==> src/rtl/sram_arb_pkg.sv <==
`default_nettype none
// ============================================================================
// Package : sram_arb_pkg
// Brief   : Shared types and helpers for the SRAM port arbiter.
// Rev     : 1.0
// ============================================================================
package sram_arb_pkg;

  typedef enum logic [0:0] {
    ARB    = 1'b0,
    LOCKED = 1'b1
  } arb_state_e;

  localparam int FIXED_PRIO_MASTER = 0;

  // Successor of idx in the round-robin ring 1..num_masters-1.
  function automatic int rr_next(input int idx, input int num_masters);
    return (idx + 1 >= num_masters) ? 1 : idx + 1;
  endfunction

endpackage
`default_nettype wire

==> src/rtl/sram_port_arbiter_if.sv <==
`default_nettype none
// ============================================================================
// Interface : sram_port_arbiter_if
// Brief     : Master request/return bus plus SRAM macro pins of the arbiter.
// Rev       : 1.0
// ============================================================================
interface sram_port_arbiter_if #(
  parameter int NUM_MASTERS = 3,
  parameter int ADDR_WIDTH  = 9,
  parameter int DATA_WIDTH  = 8
);

  logic [NUM_MASTERS-1:0]            REQ;
  logic [NUM_MASTERS-1:0]            WE;
  logic [NUM_MASTERS-1:0]            LOCK;
  logic [NUM_MASTERS*ADDR_WIDTH-1:0] ADDR;
  logic [NUM_MASTERS*DATA_WIDTH-1:0] WDATA;
  logic [NUM_MASTERS-1:0]            GNT;
  logic [NUM_MASTERS-1:0]            RVALID;
  logic [DATA_WIDTH-1:0]             RDATA;
  logic                              CEN;
  logic                              WEN;
  logic [ADDR_WIDTH-1:0]             A_SRAM;
  logic [DATA_WIDTH-1:0]             D_SRAM;
  logic [DATA_WIDTH-1:0]             Q_SRAM;
  logic                              BUSY;

  modport slave (
    input  REQ, WE, LOCK, ADDR, WDATA, Q_SRAM,
    output GNT, RVALID, RDATA, CEN, WEN, A_SRAM, D_SRAM, BUSY
  );

  modport master (
    output REQ, WE, LOCK, ADDR, WDATA, Q_SRAM,
    input  GNT, RVALID, RDATA, CEN, WEN, A_SRAM, D_SRAM, BUSY
  );

endinterface
`default_nettype wire

==> src/rtl/sram_arb_rr_pick.sv <==
`default_nettype none
// ============================================================================
// Module : sram_arb_rr_pick
// Brief  : First requesting master among 1..N-1, searching upward from rr_ptr.
// Rev    : 1.0
// ============================================================================
module sram_arb_rr_pick #(
  parameter int NUM_MASTERS = 3,
  parameter int IDX_W       = 2
) (
  input  wire [NUM_MASTERS-1:0] i_req,
  input  wire [IDX_W-1:0]       i_rr_ptr,
  output logic                  o_found,
  output logic [IDX_W-1:0]      o_idx
);

  int               w_cand;
  logic [IDX_W-1:0] w_cand_idx;

  // Scan from the far end so the candidate closest to rr_ptr is written last.
  always_comb begin
    o_found    = 1'b0;
    o_idx      = '0;
    w_cand     = 0;
    w_cand_idx = '0;
    for (int k = NUM_MASTERS - 2; k >= 0; k--) begin
      w_cand     = ((int'(i_rr_ptr) - 1 + k) % (NUM_MASTERS - 1)) + 1;
      w_cand_idx = IDX_W'(w_cand);
      if (i_req[w_cand_idx]) begin
        o_found = 1'b1;
        o_idx   = w_cand_idx;
      end
    end
  end

endmodule
`default_nettype wire

==> src/rtl/sram_port_arbiter.sv <==
`default_nettype none
// ============================================================================
// Module : sram_port_arbiter
// Brief  : N-master SRAM arbiter: fixed-priority master 0, round-robin rest,
//          burst locking, registered SRAM command and tagged read return.
// Rev    : 1.0
// ============================================================================
module sram_port_arbiter
  import sram_arb_pkg::*;
#(
  parameter int NUM_MASTERS  = 3,
  parameter int ADDR_WIDTH   = 9,
  parameter int DATA_WIDTH   = 8,
  parameter int READ_LATENCY = 1
) (
  input wire                CLK,
  input wire                RST,
  sram_port_arbiter_if.slave bus
);

  localparam int IDX_W = $clog2(NUM_MASTERS);

  arb_state_e                         r_state, w_state_next;
  logic [IDX_W-1:0]                   r_owner, w_owner_next;
  logic [IDX_W-1:0]                   r_rr_ptr, w_rr_next;
  logic [IDX_W-1:0]                   w_sel, w_pick_idx;
  logic                               w_pick_found, w_xfer;
  logic [NUM_MASTERS-1:0]             w_gnt, w_rvalid;
  logic [ADDR_WIDTH-1:0]              w_addr_sel;
  logic [DATA_WIDTH-1:0]              w_wdata_sel;
  logic                               w_we_sel;

  logic                               r_cen, r_wen;
  logic [ADDR_WIDTH-1:0]              r_a;
  logic [DATA_WIDTH-1:0]              r_d;
  logic                               r_cmd_rd;
  logic [IDX_W-1:0]                   r_cmd_tag;
  logic [READ_LATENCY-1:0]            r_rd_pipe;
  logic [READ_LATENCY-1:0][IDX_W-1:0] r_tag_pipe;

  sram_arb_rr_pick #(
    .NUM_MASTERS (NUM_MASTERS),
    .IDX_W       (IDX_W)
  ) u_rr_pick (
    .i_req    (bus.REQ),
    .i_rr_ptr (r_rr_ptr),
    .o_found  (w_pick_found),
    .o_idx    (w_pick_idx)
  );

  always_comb begin
    w_state_next = r_state;
    w_owner_next = r_owner;
    w_rr_next    = r_rr_ptr;
    w_xfer       = 1'b0;
    w_sel        = '0;
    if (!RST) begin
      case (r_state)
        ARB: begin
          if (bus.REQ[FIXED_PRIO_MASTER]) begin
            w_xfer = 1'b1;
            w_sel  = IDX_W'(FIXED_PRIO_MASTER);
          end else if (w_pick_found) begin
            w_xfer    = 1'b1;
            w_sel     = w_pick_idx;
            w_rr_next = IDX_W'(rr_next(int'(w_pick_idx), NUM_MASTERS));
          end
          if (w_xfer && bus.LOCK[w_sel]) begin
            w_state_next = LOCKED;
            w_owner_next = w_sel;
          end
        end
        LOCKED: begin
          // The cycle that drops LOCK still carries the owner's last transfer.
          w_sel  = r_owner;
          w_xfer = bus.REQ[r_owner];
          if (!bus.LOCK[r_owner]) w_state_next = ARB;
        end
        default: w_state_next = ARB;
      endcase
    end
  end

  always_comb begin
    w_gnt       = '0;
    w_addr_sel  = '0;
    w_wdata_sel = '0;
    w_we_sel    = 1'b0;
    for (int i = 0; i < NUM_MASTERS; i++) begin
      if (w_sel == IDX_W'(i)) begin
        w_gnt[i]    = w_xfer;
        w_addr_sel  = bus.ADDR[i*ADDR_WIDTH +: ADDR_WIDTH];
        w_wdata_sel = bus.WDATA[i*DATA_WIDTH +: DATA_WIDTH];
        w_we_sel    = bus.WE[i];
      end
    end
  end

  always_ff @(posedge CLK or posedge RST) begin
    if (RST) begin
      r_state  <= ARB;
      r_owner  <= '0;
      r_rr_ptr <= IDX_W'(1);
    end else begin
      r_state  <= w_state_next;
      r_owner  <= w_owner_next;
      r_rr_ptr <= w_rr_next;
    end
  end

  always_ff @(posedge CLK or posedge RST) begin
    if (RST) begin
      r_cen     <= 1'b1;
      r_wen     <= 1'b1;
      r_a       <= '0;
      r_d       <= '0;
      r_cmd_rd  <= 1'b0;
      r_cmd_tag <= '0;
    end else begin
      r_cmd_rd  <= w_xfer & ~w_we_sel;
      r_cmd_tag <= w_sel;
      if (w_xfer) begin
        r_cen <= 1'b0;
        r_wen <= ~w_we_sel;
        r_a   <= w_addr_sel;
        r_d   <= w_wdata_sel;
      end else begin
        r_cen <= 1'b1;
        r_wen <= 1'b1;
      end
    end
  end

  // Tag travels alongside the SRAM access so it emerges with Q_SRAM.
  always_ff @(posedge CLK or posedge RST) begin
    if (RST) begin
      r_rd_pipe  <= '0;
      r_tag_pipe <= '0;
    end else begin
      r_rd_pipe[0]  <= r_cmd_rd;
      r_tag_pipe[0] <= r_cmd_tag;
      for (int k = 1; k < READ_LATENCY; k++) begin
        r_rd_pipe[k]  <= r_rd_pipe[k-1];
        r_tag_pipe[k] <= r_tag_pipe[k-1];
      end
    end
  end

  always_comb begin
    w_rvalid = '0;
    for (int i = 0; i < NUM_MASTERS; i++) begin
      w_rvalid[i] = r_rd_pipe[READ_LATENCY-1] &&
                    (r_tag_pipe[READ_LATENCY-1] == IDX_W'(i));
    end
  end

  assign bus.GNT    = w_gnt;
  assign bus.RVALID = w_rvalid;
  assign bus.RDATA  = bus.Q_SRAM;
  assign bus.CEN    = r_cen;
  assign bus.WEN    = r_wen;
  assign bus.A_SRAM = r_a;
  assign bus.D_SRAM = r_d;
  assign bus.BUSY   = (r_state == LOCKED) || r_cmd_rd || (|r_rd_pipe);

endmodule
`default_nettype wire
==> src/flat_wrapper.sv <==
// flat-port wrapper written by rule: the top's interface ports become plain ports
module sram_port_arbiter_flat import sram_arb_pkg::*;
#(
  parameter int NUM_MASTERS  = 3,
  parameter int ADDR_WIDTH   = 9,
  parameter int DATA_WIDTH   = 8,
  parameter int READ_LATENCY = 1
)
  (CLK, RST, bus_REQ, bus_WE, bus_LOCK, bus_ADDR, bus_WDATA, bus_Q_SRAM, bus_GNT, bus_RVALID, bus_RDATA, bus_CEN, bus_WEN, bus_A_SRAM, bus_D_SRAM, bus_BUSY);
  sram_port_arbiter_if #(.NUM_MASTERS(NUM_MASTERS), .ADDR_WIDTH(ADDR_WIDTH), .DATA_WIDTH(DATA_WIDTH)) bus_i ();
  input wire CLK;
  input wire RST;
  input wire logic [$bits(bus_i.REQ)-1:0] bus_REQ;
  input wire logic [$bits(bus_i.WE)-1:0] bus_WE;
  input wire logic [$bits(bus_i.LOCK)-1:0] bus_LOCK;
  input wire logic [$bits(bus_i.ADDR)-1:0] bus_ADDR;
  input wire logic [$bits(bus_i.WDATA)-1:0] bus_WDATA;
  input wire logic [$bits(bus_i.Q_SRAM)-1:0] bus_Q_SRAM;
  output wire logic [$bits(bus_i.GNT)-1:0] bus_GNT;
  output wire logic [$bits(bus_i.RVALID)-1:0] bus_RVALID;
  output wire logic [$bits(bus_i.RDATA)-1:0] bus_RDATA;
  output wire logic [$bits(bus_i.CEN)-1:0] bus_CEN;
  output wire logic [$bits(bus_i.WEN)-1:0] bus_WEN;
  output wire logic [$bits(bus_i.A_SRAM)-1:0] bus_A_SRAM;
  output wire logic [$bits(bus_i.D_SRAM)-1:0] bus_D_SRAM;
  output wire logic [$bits(bus_i.BUSY)-1:0] bus_BUSY;
  assign bus_i.REQ = bus_REQ;
  assign bus_i.WE = bus_WE;
  assign bus_i.LOCK = bus_LOCK;
  assign bus_i.ADDR = bus_ADDR;
  assign bus_i.WDATA = bus_WDATA;
  assign bus_i.Q_SRAM = bus_Q_SRAM;
  assign bus_GNT = bus_i.GNT;
  assign bus_RVALID = bus_i.RVALID;
  assign bus_RDATA = bus_i.RDATA;
  assign bus_CEN = bus_i.CEN;
  assign bus_WEN = bus_i.WEN;
  assign bus_A_SRAM = bus_i.A_SRAM;
  assign bus_D_SRAM = bus_i.D_SRAM;
  assign bus_BUSY = bus_i.BUSY;
  sram_port_arbiter #(.NUM_MASTERS(NUM_MASTERS), .ADDR_WIDTH(ADDR_WIDTH), .DATA_WIDTH(DATA_WIDTH), .READ_LATENCY(READ_LATENCY)) u_core (.CLK(CLK), .RST(RST), .bus(bus_i));
endmodule
==> config.mk <==
export PLATFORM = sky130hd
export DESIGN_NAME = sram_port_arbiter_flat
export DESIGN_NICKNAME = d
export VERILOG_FILES = /design/src/rtl/sram_arb_pkg.sv /design/src/rtl/sram_port_arbiter_if.sv /design/src/rtl/sram_arb_rr_pick.sv /design/src/rtl/sram_port_arbiter.sv /design/src/flat_wrapper.sv
export SDC_FILE = /design/constraint.sdc
export NUM_CORES = 1
export LEC_CHECK = 0
export ABC_CLOCK_PERIOD_IN_PS = 2300
export BUFFER_PORTS_ARGS = -buffer_cell sky130_fd_sc_hd__buf_2
export CORE_MARGIN = 10
export CORE_UTILIZATION = 43
export DETAILED_ROUTE_END_ITERATION = 6
export HOLD_SLACK_MARGIN = 0.03
export PLACE_DENSITY = 0.82
export SYNTH_ARGS = -nofsm -noshare
export SYNTH_HDL_FRONTEND = slang
export SYNTH_SLANG_ARGS = --single-unit
export TNS_END_PERCENT = 5
==> constraint.sdc <==
create_clock -name CLK -period 2.3 [get_ports CLK]
set_input_delay 0.23 -clock CLK [delete_from_list [all_inputs] [get_ports CLK]]
set_output_delay 0.23 -clock CLK [all_outputs]
set_load 0.03 [all_outputs]
==> flow_metrics.tcl <==
set metrics [dict create \
    chipHeight_um 83.4 \
    numPortBuffers 87 \
    area_of_combinational_cells_with_multiple_inputs_um2 783 \
    routed-via-count 1707 \
    largest_net_degree_at_the_start_of_global_routing 27 \
    coreArea_um2 3770 \
    clkSinkCount 30 \
    cp_data_required_time_ps 2070 \
    yosysUniqueCellTypes 37 \
    tritoncts_clock_tree "built" \
    finalHoldViolations 0 \
    postSynth.asyncResetShare 1.00 \
    grt_pass1_wl_mm 7.90 \
    worst_setup_path_startpoint "u_core.r_rr_ptr[0]" \
    dieWidth_um 83.4 \
    ys_warn_count 0 \
    syn2layout_area_growth_pct 33.1 \
    number_of_antenna_violations_at_the_first_check_in_global_routing 0 \
    m3_gr_usage 0.0605 \
    die_area_um2 6960 \
    insertion_delay_ps 290 \
    grt_setup_unrepaired "yes" \
    boundaryPins 104 \
    postLayoutCoreUtil 0.611 \
    synthesis.instances 187 \
    detail_route.drc_violations 0 \
    p_leak_nw 1.14 \
    grt_pass1_vias 1659 \
    power.density_cell_area_nw_per_um2 1310 \
    detail_route.wl_per_cell_um 16.3 \
    use_met2 0.210 \
    final_cell_mix "sky130_fd_sc_hd__buf_2 (84), sky130_fd_sc_hd__dfrtp_1 (27), sky130_fd_sc_hd__nand2_1 (17)" \
    total_power_consumption_w 0.00302 \
    viasPerCell 5.45 \
    most_used_routing_layer_in_global_routing "met2" \
    cts-buffers-inserted 5 \
    fillerInstances 316 \
    globalRouteOverflowTotal 0 \
    max-vdd-ir-drop_mv 0.940 \
    final-setup-viol-count 0 \
    timing.rr.start "u_core.r_state" \
    dpl_cell_area_um2 2120 \
    final_net_count 334 \
    period_minus_slack_ps 2230 \
    number_of_routed_nets_with_antenna_violations 0 \
    grt.met1_usage 0.161 \
    antenna-diode-count 0 \
    synth.yosys.seq_area_share 0.436 \
    final_layout_size_suffix_gt1_frac 0.442 \
    grt_util_all_layers 0.136 \
    slew_violations 0 \
    timing.critical_path.fanout_max 11 \
    cts_buffer_depth 2 \
    drv_cap 0 \
    synth-seq-cells 30 \
    cts.reportedPaths.clkPinSlew_ps 60 \
    synth-edff-count 0 \
    dp_hpwl_mm 3.97 \
    initialDrtViolationCount 112 \
    startpoint_type "register" \
    postSynth.topFlopCell "sky130_fd_sc_hd__dfrtp_1" \
    synth_fp_nets 257 \
    fmax_ghz 0.449 \
    timing.setup.critical_path_class "register to output pin" \
    clk_root_buffer_cell "sky130_fd_sc_hd__clkbuf_8" \
    synth.avg_cell_area_um2 9.25 \
    cts-htree-levels 2 \
    slew-limit-headroom 0.689 \
    final_cell_area_um2 2300 \
    arrival_ps 2000 \
    status "completed" \
    mostFrequentLayoutCell "sky130_fd_sc_hd__buf_2" \
    totalNegativeSetupSlack_ps 0 \
    min-delay-start "bus_WDATA[2]" \
    finalHoldWorstSlack_ps 221 \
    finalWeightedCongestion 0.827 \
    routed_wirelength_mm 5.09 \
    hold_path.class "input port to register" \
    placement_rows 22 \
    drt-pass1-iter-count 5 \
    timing_worst_slew_pin_value_ps 466 \
    period_share 0.969 \
    finClkSkew_ps 11.5 \
    synth_area_um2 1730 \
    seqCellArea_um2 754 \
    floorplan.initialDensity 0.459 \
    element_type_at_the_critical_path_end "output pin" \
]
==> flip-flops by register name, indices dropped and copies added, names as in the netlist, 2 cells and up <==
name / count
u_core.bus.A_SRAM: 9
u_core.bus.D_SRAM: 8
u_core.r_owner: 2
u_core.r_tag_pipe: 2
u_core.r_cmd_tag: 2
u_core.r_rr_ptr: 2
==> cell usage after synthesis (2+ instances only) <==
library cell               instances  area (um^2)
sky130_fd_sc_hd__dfrtp_1          27          676
sky130_fd_sc_hd__nand2_1          17         63.8
sky130_fd_sc_hd__a21oi_1          16         80.1
sky130_fd_sc_hd__o22ai_1          13         81.3
sky130_fd_sc_hd__o31ai_1          12         90.1
sky130_fd_sc_hd__nand3_1          11         55.1
sky130_fd_sc_hd__buf_2             9         45.0
sky130_fd_sc_hd__buf_4             9         67.6
sky130_fd_sc_hd__inv_1             9         33.8
sky130_fd_sc_hd__a31oi_1           7         43.8
sky130_fd_sc_hd__a32oi_1           6         52.6
sky130_fd_sc_hd__nor3_1            5         25.0
sky130_fd_sc_hd__and3b_1           4         35.0
sky130_fd_sc_hd__clkbuf_1          4         15.0
sky130_fd_sc_hd__o21ai_0           4         20.0
sky130_fd_sc_hd__dfstp_2           3         78.8
sky130_fd_sc_hd__mux2_2            3         33.8
sky130_fd_sc_hd__nor2_1            3         11.3
sky130_fd_sc_hd__o21a_1            3         22.5
sky130_fd_sc_hd__buf_6             2         22.5
sky130_fd_sc_hd__mux2i_1           2         20.0
sky130_fd_sc_hd__nand3b_1          2         15.0
sky130_fd_sc_hd__nor3b_1           2         15.0
==> routing by layer <==
layer | vias up | share of wire
li1 | 839 | -
met1 | 799 | 0.42
met2 | 65 | 0.50
met3 | 4 | 0.077
met4 | 0 | 0.0041
met5 | - | 0
==> what timing repair did <==
action / in CTS / in global routing
resized for setup: 0 / 8
setup buffers: 0 / 0
endpoints found under the hold margin: 7 / 0
endpoints found under the setup margin: 0 / 3
hold buffers: 1 / 0
==> path summary, 6_finish.rpt <==
kind | end | depth (start not counted) | slack [ps]
min in group asynchronous | u_core.r_rr_ptr[1] | 3 | 550
max in group asynchronous | u_core.bus.WEN | 4 | 1110
worst max-delay path | bus_GNT[2] | 6 | 70
worst min-delay path | u_core.bus.D_SRAM[2] | 3 | 220
worst min register to register | u_core.r_tag_pipe[0] | 0 | 350
worst max register to register | u_core.r_cmd_rd | 5 | 310
==> through the flow <==
stage	instances	worst slack [ps]
floorplan	187	11.7
global placement	304	331
detailed placement	304	270
finish	313	72.3
global route	313	-41.9
CTS	313	5.66
==> logic make-up after synthesis <==
group | count (synthesis) | synth area share
flops | 30 | 0.436
mux | 5 | 0.0311
buf+inv | 36 | 0.121
simple gates | 49 | 0.153
compound gates | 67 | 0.260
==> power breakdown <==
group	switching [W]	internal [W]
Clock	0.000196	0.000462
Combinational	0.000917	0.000501
Sequential	0.000175	0.000773
Total	0.00129	0.00174
==> critical path, cell delays in order, from the launching register on <==
cell and delay (ps):
sky130_fd_sc_hd__dfstp_2 590, sky130_fd_sc_hd__o21a_1 120, sky130_fd_sc_hd__a32oi_1 110, sky130_fd_sc_hd__or2_2 340, sky130_fd_sc_hd__buf_4 190, sky130_fd_sc_hd__nor3_2 180
sky130_fd_sc_hd__buf_4 190
==> final cells by class <==
cell class                      instances  share of cell area
Clock buffer                            6              0.0359
Clock inverter                          2              0.0261
Inverter                               11              0.0250
Multi-Input combinational cell        121               0.340
Timing Repair Buffer                   95               0.219
Sequential cell                        30               0.328
Tap cell                               48              0.0261
Note: power is estimated with default switching activity, not from simulation.
